**src/rtl/pip_stage5_mem_if.sv**
```systemverilog
// Data-memory port between the MEM stage (master) and the data memory (slave).
interface pip_stage5_mem_if #(
    parameter int DSIZE = 16,
    parameter int ASIZE = 8
);
    logic             dm_req;
    logic             dm_we;
    logic [ASIZE-1:0] dm_addr;
    logic [DSIZE-1:0] dm_wdata;
    logic             dm_ready;
    logic [DSIZE-1:0] dm_rdata;

    modport master (
        output dm_req, dm_we, dm_addr, dm_wdata,
        input  dm_ready, dm_rdata
    );

    modport slave (
        input  dm_req, dm_we, dm_addr, dm_wdata,
        output dm_ready, dm_rdata
    );
endinterface

```
**src/rtl/pip_stage5_mem.sv**
```systemverilog
// MEM stage of the 5-stage pipeline: issues loads/stores on the data-memory
// port, stalls upstream while an access is outstanding, aborts with a sticky
// error after TIMEOUT unanswered access cycles, and holds the MEM/WB register.
module pip_stage5_mem #(
    parameter int DSIZE   = 16,
    parameter int ASIZE   = 8,
    parameter int TIMEOUT = 15
) (
    input  logic              clk,
    input  logic              rst,
    input  logic [3:0]        w_addr_in,
    input  logic [DSIZE-1:0]  w_data_in,
    input  logic [DSIZE-1:0]  Rdata2_in,
    input  logic              memWrite_in,
    input  logic              memRead_in,
    input  logic              memToReg_in,
    input  logic              wen_in,
    pip_stage5_mem_if.master  dm,
    output logic              stall,
    output logic [3:0]        wb_addr,
    output logic [DSIZE-1:0]  wb_data,
    output logic              wb_wen,
    output logic              mem_err
);

    typedef enum logic {IDLE = 1'b0, ACCESS = 1'b1} state_t;

    localparam logic [7:0] TIMEOUT_M1 = 8'(TIMEOUT - 1);

    state_t           r_state;
    state_t           w_state_nxt;
    logic [7:0]       r_cnt;
    logic             w_mem_op;
    logic             w_hit;
    logic             w_abort;
    logic             w_capture;
    logic             w_stall;
    logic             w_rd_sel;
    logic [DSIZE-1:0] w_rdata_eff;
    logic [DSIZE-1:0] w_wb_data;

    assign w_mem_op  = memRead_in | memWrite_in;
    assign w_hit     = (r_state == ACCESS) & dm.dm_ready;
    assign w_abort   = (r_state == ACCESS) & ~dm.dm_ready & (r_cnt == TIMEOUT_M1);

    // A write wins over a read when both bits are set, so the read data is dropped.
    assign w_rd_sel    = memToReg_in & ~memWrite_in;
    // On abort the access completes with the read data forced to zero.
    assign w_rdata_eff = w_hit ? dm.dm_rdata : '0;
    assign w_wb_data   = w_rd_sel ? w_rdata_eff : w_data_in;

    // Next-state, stall and MEM/WB capture decode.
    always_comb begin
        w_state_nxt = r_state;
        w_stall     = 1'b0;
        w_capture   = 1'b0;
        case (r_state)
            IDLE: begin
                if (w_mem_op) begin
                    w_stall     = 1'b1;
                    w_state_nxt = ACCESS;
                end else begin
                    w_capture   = 1'b1;
                end
            end
            ACCESS: begin
                if (w_hit || w_abort) begin
                    w_capture   = 1'b1;
                    w_state_nxt = IDLE;
                end else begin
                    w_stall     = 1'b1;
                end
            end
            default: w_state_nxt = IDLE;
        endcase
    end

    // Reset must drop stall in the same instant even if a memory op is presented.
    assign stall = w_stall & rst;

    // Memory port decodes from state only; everything is quiet in IDLE.
    assign dm.dm_req   = (r_state == ACCESS);
    assign dm.dm_we    = (r_state == ACCESS) & memWrite_in;
    assign dm.dm_addr  = (r_state == ACCESS) ? w_data_in[ASIZE-1:0] : '0;
    assign dm.dm_wdata = (r_state == ACCESS) ? Rdata2_in : '0;

    // State register and saturating wait counter (cleared on entry to ACCESS).
    always_ff @(posedge clk or negedge rst) begin
        if (!rst) begin
            r_state <= IDLE;
            r_cnt   <= 8'd0;
        end else begin
            r_state <= w_state_nxt;
            if (r_state == IDLE)
                r_cnt <= 8'd0;
            else if (!dm.dm_ready && r_cnt != 8'hFF)
                r_cnt <= r_cnt + 8'd1;
        end
    end

    // MEM/WB register: capture on completion, otherwise insert a bubble.
    always_ff @(posedge clk or negedge rst) begin
        if (!rst) begin
            wb_addr <= '0;
            wb_data <= '0;
            wb_wen  <= 1'b0;
        end else if (w_capture) begin
            wb_addr <= w_addr_in;
            wb_data <= w_wb_data;
            wb_wen  <= wen_in;
        end else begin
            wb_wen  <= 1'b0;
        end
    end

    // Sticky timeout flag, cleared only by reset.
    always_ff @(posedge clk or negedge rst) begin
        if (!rst)
            mem_err <= 1'b0;
        else if (w_abort)
            mem_err <= 1'b1;
    end

endmodule
```
**src/flat_wrapper.sv**
```systemverilog
// flat-port wrapper written by rule: the top's interface ports become plain ports
module pip_stage5_mem_flat 
#(
    parameter int DSIZE   = 16,
    parameter int ASIZE   = 8,
    parameter int TIMEOUT = 15
)
  (clk, rst, w_addr_in, w_data_in, Rdata2_in, memWrite_in, memRead_in, memToReg_in, wen_in, stall, wb_addr, wb_data, wb_wen, mem_err, dm_dm_req, dm_dm_we, dm_dm_addr, dm_dm_wdata, dm_dm_ready, dm_dm_rdata);
  pip_stage5_mem_if #(.DSIZE(DSIZE), .ASIZE(ASIZE)) dm_i ();
  input  logic clk;
  input  logic rst;
  input  logic [3:0] w_addr_in;
  input  logic [DSIZE-1:0] w_data_in;
  input  logic [DSIZE-1:0] Rdata2_in;
  input  logic memWrite_in;
  input  logic memRead_in;
  input  logic memToReg_in;
  input  logic wen_in;
  output logic stall;
  output logic [3:0] wb_addr;
  output logic [DSIZE-1:0] wb_data;
  output logic wb_wen;
  output logic mem_err;
  output wire logic [$bits(dm_i.dm_req)-1:0] dm_dm_req;
  output wire logic [$bits(dm_i.dm_we)-1:0] dm_dm_we;
  output wire logic [$bits(dm_i.dm_addr)-1:0] dm_dm_addr;
  output wire logic [$bits(dm_i.dm_wdata)-1:0] dm_dm_wdata;
  input wire logic [$bits(dm_i.dm_ready)-1:0] dm_dm_ready;
  input wire logic [$bits(dm_i.dm_rdata)-1:0] dm_dm_rdata;
  assign dm_dm_req = dm_i.dm_req;
  assign dm_dm_we = dm_i.dm_we;
  assign dm_dm_addr = dm_i.dm_addr;
  assign dm_dm_wdata = dm_i.dm_wdata;
  assign dm_i.dm_ready = dm_dm_ready;
  assign dm_i.dm_rdata = dm_dm_rdata;
  pip_stage5_mem #(.DSIZE(DSIZE), .ASIZE(ASIZE), .TIMEOUT(TIMEOUT)) u_core (.clk(clk), .rst(rst), .w_addr_in(w_addr_in), .w_data_in(w_data_in), .Rdata2_in(Rdata2_in), .memWrite_in(memWrite_in), .memRead_in(memRead_in), .memToReg_in(memToReg_in), .wen_in(wen_in), .dm(dm_i), .stall(stall), .wb_addr(wb_addr), .wb_data(wb_data), .wb_wen(wb_wen), .mem_err(mem_err));
endmodule
```
**config.mk**
```make
export PLATFORM = sky130hd
export DESIGN_NAME = pip_stage5_mem_flat
export DESIGN_NICKNAME = d
export VERILOG_FILES = /design/src/rtl/pip_stage5_mem_if.sv /design/src/rtl/pip_stage5_mem.sv /design/src/flat_wrapper.sv
export SDC_FILE = /design/constraint.sdc
export NUM_CORES = 1
export LEC_CHECK = 0
export CORE_ASPECT_RATIO = 1.25
export CORE_UTILIZATION = 34
export DETAILED_ROUTE_END_ITERATION = 12
export PLACE_DENSITY = 0.76
export SLEW_MARGIN = 20
export SYNTH_ARGS = -nofsm -noshare
export SYNTH_HDL_FRONTEND = slang
export SYNTH_SLANG_ARGS = --single-unit
```
**constraint.sdc**
```tcl
create_clock -name clk -period 3.9 [get_ports clk]
set_input_delay 0.78 -clock clk [delete_from_list [all_inputs] [get_ports clk]]
set_output_delay 0.78 -clock clk [all_outputs]
set_load 0.03 [all_outputs]
```
Word-level counts from Yosys, hierarchy flattened --
Index checks and enable logic that the tools add are counted.
Storage, ports and cells: register bits 31, input port bits 59, output and inout port bits 49, logic and storage cells 36
Cells by class: add/subtract/negate cells 1, eq/ne operators 3, mux-type cells 13, bitwise operators 10, reduce and logical (&&, ||, !) cells 3
Operator list (number):
- $mux 16 | 3
- $mux 8 | 3
- $add 8x1->8 const B | 1
- $eq 8x4->1 const B | 1
- $ne 8x8->1 const B | 1
- $and 1x1->1 | 6
- $mux 1 | 5
- $pmux 1 s2 | 2
- $not 1->1 | 3
- $ne 2x2->1 const B | 1
- $logic_and 1x1->1 | 1
- $logic_not 1->1 | 1
- $logic_or 1x1->1 | 1
- $or 1x1->1 | 1

Longest topological paths before layout --
word-level depth 7, gate-level depth with buffers 8, gate-level depth less buffers 6

Least setup slack after synthesis --
Ideal clock, no wire load.
kind input port to output port, start point input port dm_dm_ready, end point output port stall, arrival time 1.842 ns, required time 3.120 ns, setup slack 1.278 ns, stages on the path 6, path buffers 2, cell sequence nand2b_1 a31oi_2 or2_1 buf_6 buf_6 and2_1
On the way: word-level cells in the longest chain between the ends 7, elaborated cells between the ends (all ways) 8
RTL lines:
- start, declared | RTL line flat_wrapper.sv:28 | input wire logic [$bits(dm_i.dm_ready)-1:0] dm_dm_ready;
- $not 1->1 | RTL line pip_stage5_mem.sv:44 | assign w_abort = (r_state == ACCESS) & ~dm.dm_ready & (r_cnt == TIMEOUT_M1);
- $and 1x1->1 (2 in a row) | RTL line pip_stage5_mem.sv:44
- $logic_or 1x1->1 (*) | RTL line pip_stage5_mem.sv:67 | if (w_hit || w_abort) begin
- $mux 1 (*) | RTL line pip_stage5_mem.sv:67
- $pmux 1 s2 (*) | RTL line pip_stage5_mem.sv:57 | case (r_state)
- $and 1x1->1 (*) | RTL line pip_stage5_mem.sv:79 | assign stall = w_stall & rst;
- end, declared | RTL line flat_wrapper.sv:19 | output logic stall;
Every way passes the cells marked *; elsewhere a longest branch is shown, timed or not.

Final worst setup path --
start point input port memWrite_in, end point output port stall
On the way: word-level cells in the longest chain between the ends 4
RTL lines:
- start, declared | RTL line flat_wrapper.sv:15 | input logic memWrite_in;
- $or 1x1->1 | RTL line pip_stage5_mem.sv:42 | assign w_mem_op = memRead_in | memWrite_in;
- $mux 1 | RTL line pip_stage5_mem.sv:59 | if (w_mem_op) begin
- $pmux 1 s2 | RTL line pip_stage5_mem.sv:57
- $and 1x1->1 | RTL line pip_stage5_mem.sv:79
No other way between the ends.

==> results.toml <==
[power_and_ir_drop]
power_frac_seq_pct = 32.9
p_sw_uw = 567
p_leak_uw = 0.00122
power_density_nw_per_um2 = 487
p_sw_share_pct = 40.4
intPower_uw = 837
p_clk_share_pct = 16.3
comb_power_share_pct = 50.8
peakVddDrop_uv = 369

[setup_path]
path_max_fanout = 17
crit_slowest_cell = "nor2_1"
startpoint_type = "input port"
cp.required_ns = 3.12
worst_ep_arrival_time_ns = 2.53
crit_top_cell = "nor2_1"
r2r_cells = 4
worstSetupPathType = "input port to output pin"
worstPathCellList = "clkdlybuf4s50_1 -> nor2_1 -> nor2_1 -> or2_1 -> and2_1 -> buf_4"
end_kind = "output pin"
crit_path_max_incr_delay_ns = 0.68

[min_path]
min_path_type = "register to register"
whs_path_depth = 1

[clocking]
cts.path.max_buffers = 2
htree_levels = 2
cts_hold_buf = 0
cts_tree = "done"
cts_sinks = 31
cts_resized = 0
cts_root_buf = "clkbuf_8"
path_clk_slew_ns = 0.06
clkLatencyLatePin_ns = 0.28
numCtsBuffers = 5
post_cts_buffers = 0

[routing]
routedWlPerCell_um = 13.7
drt-total-wl_um = 4820
first_pass_iters = 5
postRouteAntennaNets = 0
drt_iter0_drc = 55
drc = 0
vias = 1792
viasPerCell = 5.09

[yosys]
ys_warn_count = 0
synth-async-reset-ratio_pct = 100
synth.top_cell.area_share_pct = 45.5
synth.top_cells.by_count = "o21ai_0 (32), dfrtp_1 (31), and2_1 (27)"
yosys_register_bits = 31
synth_fp_nets = 249
yosysMostFrequentCell = "o21ai_0"
netlist_top_cells_area = "dfrtp_1 (45%), and2_1 (9.9%), o21ai_0 (9.4%), and3_1 (5.9%), a21oi_1 (5.0%)"
synthDistinctLibCells = 35
synth_edf_count = 0
synth_top_flop_cell = "dfrtp_1"
synth_area_um2 = 1710
yosysTopAreaCell = "dfrtp_1"
syn_area_per_cell_um2 = 9.07
syn_inst = 188
ys_seq_area_share_pct = 45.5

[timing]
max_freq_mhz = 302
finalCritPeriodShare_pct = 84.8
fin_setup_tns_ns = 0
whs_ns = 0.478
timing.slew.headroom_pct = 39.5
rsz0062_at_grt = "false"
finalSetupViolCount = 0
period_minus_slack_ns = 3.31
tightest_slew_ns = 0.904
drv_slew = 0
finalHoldViolCount = 0
finalClockSkew_ns = 0.00658

[placed_design]
dp.final_hpwl_um = 3600
gp_congestion = 0.799
dp.cells = 346
port_buffers = 107
placed_area_um2 = 2810

[global_routing]
antenna_found_initial = 0
track_usage_pct = 19.1
grt_pass1_wl_um = 7730
grt_pass1_vias = 1743
grt_max_degree = 34
grt_overflow_total = 0

[finish]
drive_above_1_share_pct = 4.79
layout.cells.non_filler = 352
nNetsFinal = 354
n_antenna_cell = 0
finish.utilization_pct = 60.5
fin_area_um2 = 2880
area_delta_synth_final_pct = 69.0

[floorplan]
ios = 108
die-height_um = 81.2
placementRows = 28
dieArea_um2 = 5300
die_w_um = 65.3
start_util_pct = 35.8
core-area_um2 = 4760

[status]
status = "completed"

[run]
maxCapViolCount = 0
## per-stage QoR
stage          total power [uW]  setup WS [ns]
2_1_floorplan               854           1.28
3_3_place_gp               1180          0.617
3_5_place_dp               1190          0.564
4_1_cts                    1420          0.543
5_1_grt                    1490          0.448
6_report                   1400          0.594
## cell type report
cell class	instances	area [um^2]
fill	441	1880
timing repair buffer	110	1090
multi-input combinational	141	853
sequential	31	776
tap	60	75.1
clock buffer	6	72.6
inverter	4	15.0
## flip-flops by register name, indices dropped and copies added, names as in the netlist
signal / count
u_core.dm.dm_req: 1
u_core.mem_err: 1
u_core.r_cnt: 8
u_core.wb_addr: 4
u_core.wb_data: 16
u_core.wb_wen: 1
## worst max-delay path: cells and delay by family
| kind | cells | cell delay [ns] |
|---|---|---|
| buffers and inverters | 2 | 0.66 |
| and+or+nand+nor | 4 | 1.08 |
## cells in the final DEF (no fill, tap or decap), drive strengths merged
cell type / instances
nor2b: 1
o21a: 1
ha: 2
buf: 4
o311a: 1
o31ai: 1
a21oi: 17
xnor2: 1
a31oi: 1
o21ai: 33
nor3: 3
or2: 1
nand3: 3
o31a: 1
and4bb: 1
clkdlybuf4s50: 106
o211ai: 2
o21bai: 2
xor2: 1
clkbuf: 6
and2: 27
nor2: 10
dfrtp: 31
mux2: 4
inv: 4
and3b: 1
a211oi: 1
and4b: 1
nand2: 5
and3: 16
mux2i: 1
nand2b: 3
## worst paths after layout
kind / to / slack [ns] / startpoint
hold / removal: u_core.mem_err / 0.48 / u_core.mem_err
min in group asynchronous: u_core.wb_data[10] / 0.95 / rst
hold reg to reg: u_core.mem_err / 0.48 / u_core.mem_err
max in group asynchronous: u_core.wb_addr[3] / 2.66 / rst
setup / recovery: stall / 0.59 / memWrite_in
setup reg to reg: u_core.wb_addr[1] / 1.42 / u_core.dm.dm_req
## power groups by stage
| stage | sequential, uW | clock [uW] | combinational [uW] |
|---|---|---|---|
| 2_1_floorplan | 589 | 0 | 265 |
| 3_3_place_gp | 468 | 0 | 709 |
| 3_5_place_dp | 469 | 0 | 719 |
| 4_1_cts | 464 | 235 | 721 |
| 5_1_grt | 476 | 252 | 762 |
| 6_report | 461 | 229 | 714 |
## logic make-up after synthesis
| group | count (synthesis) | synth area share, % |
|---|---|---|
| compound gates | 60 | 19.6 |
| xor+xnor | 2 | 1.03 |
| fa+ha+maj | 2 | 1.47 |
| buf+inv | 16 | 4.47 |
| flops | 31 | 45.5 |
| mux | 5 | 3.45 |
| simple gates | 72 | 24.5 |
## layer usage
metal,global-route usage [%],vias up,wire (um)
met4,8.91,0,104
met2,32.5,90,2410
met1,21.3,831,1820
li1,-,861,-
met3,6.74,10,486
met5,0,-,0
Power figures use the tool's default switching activity.
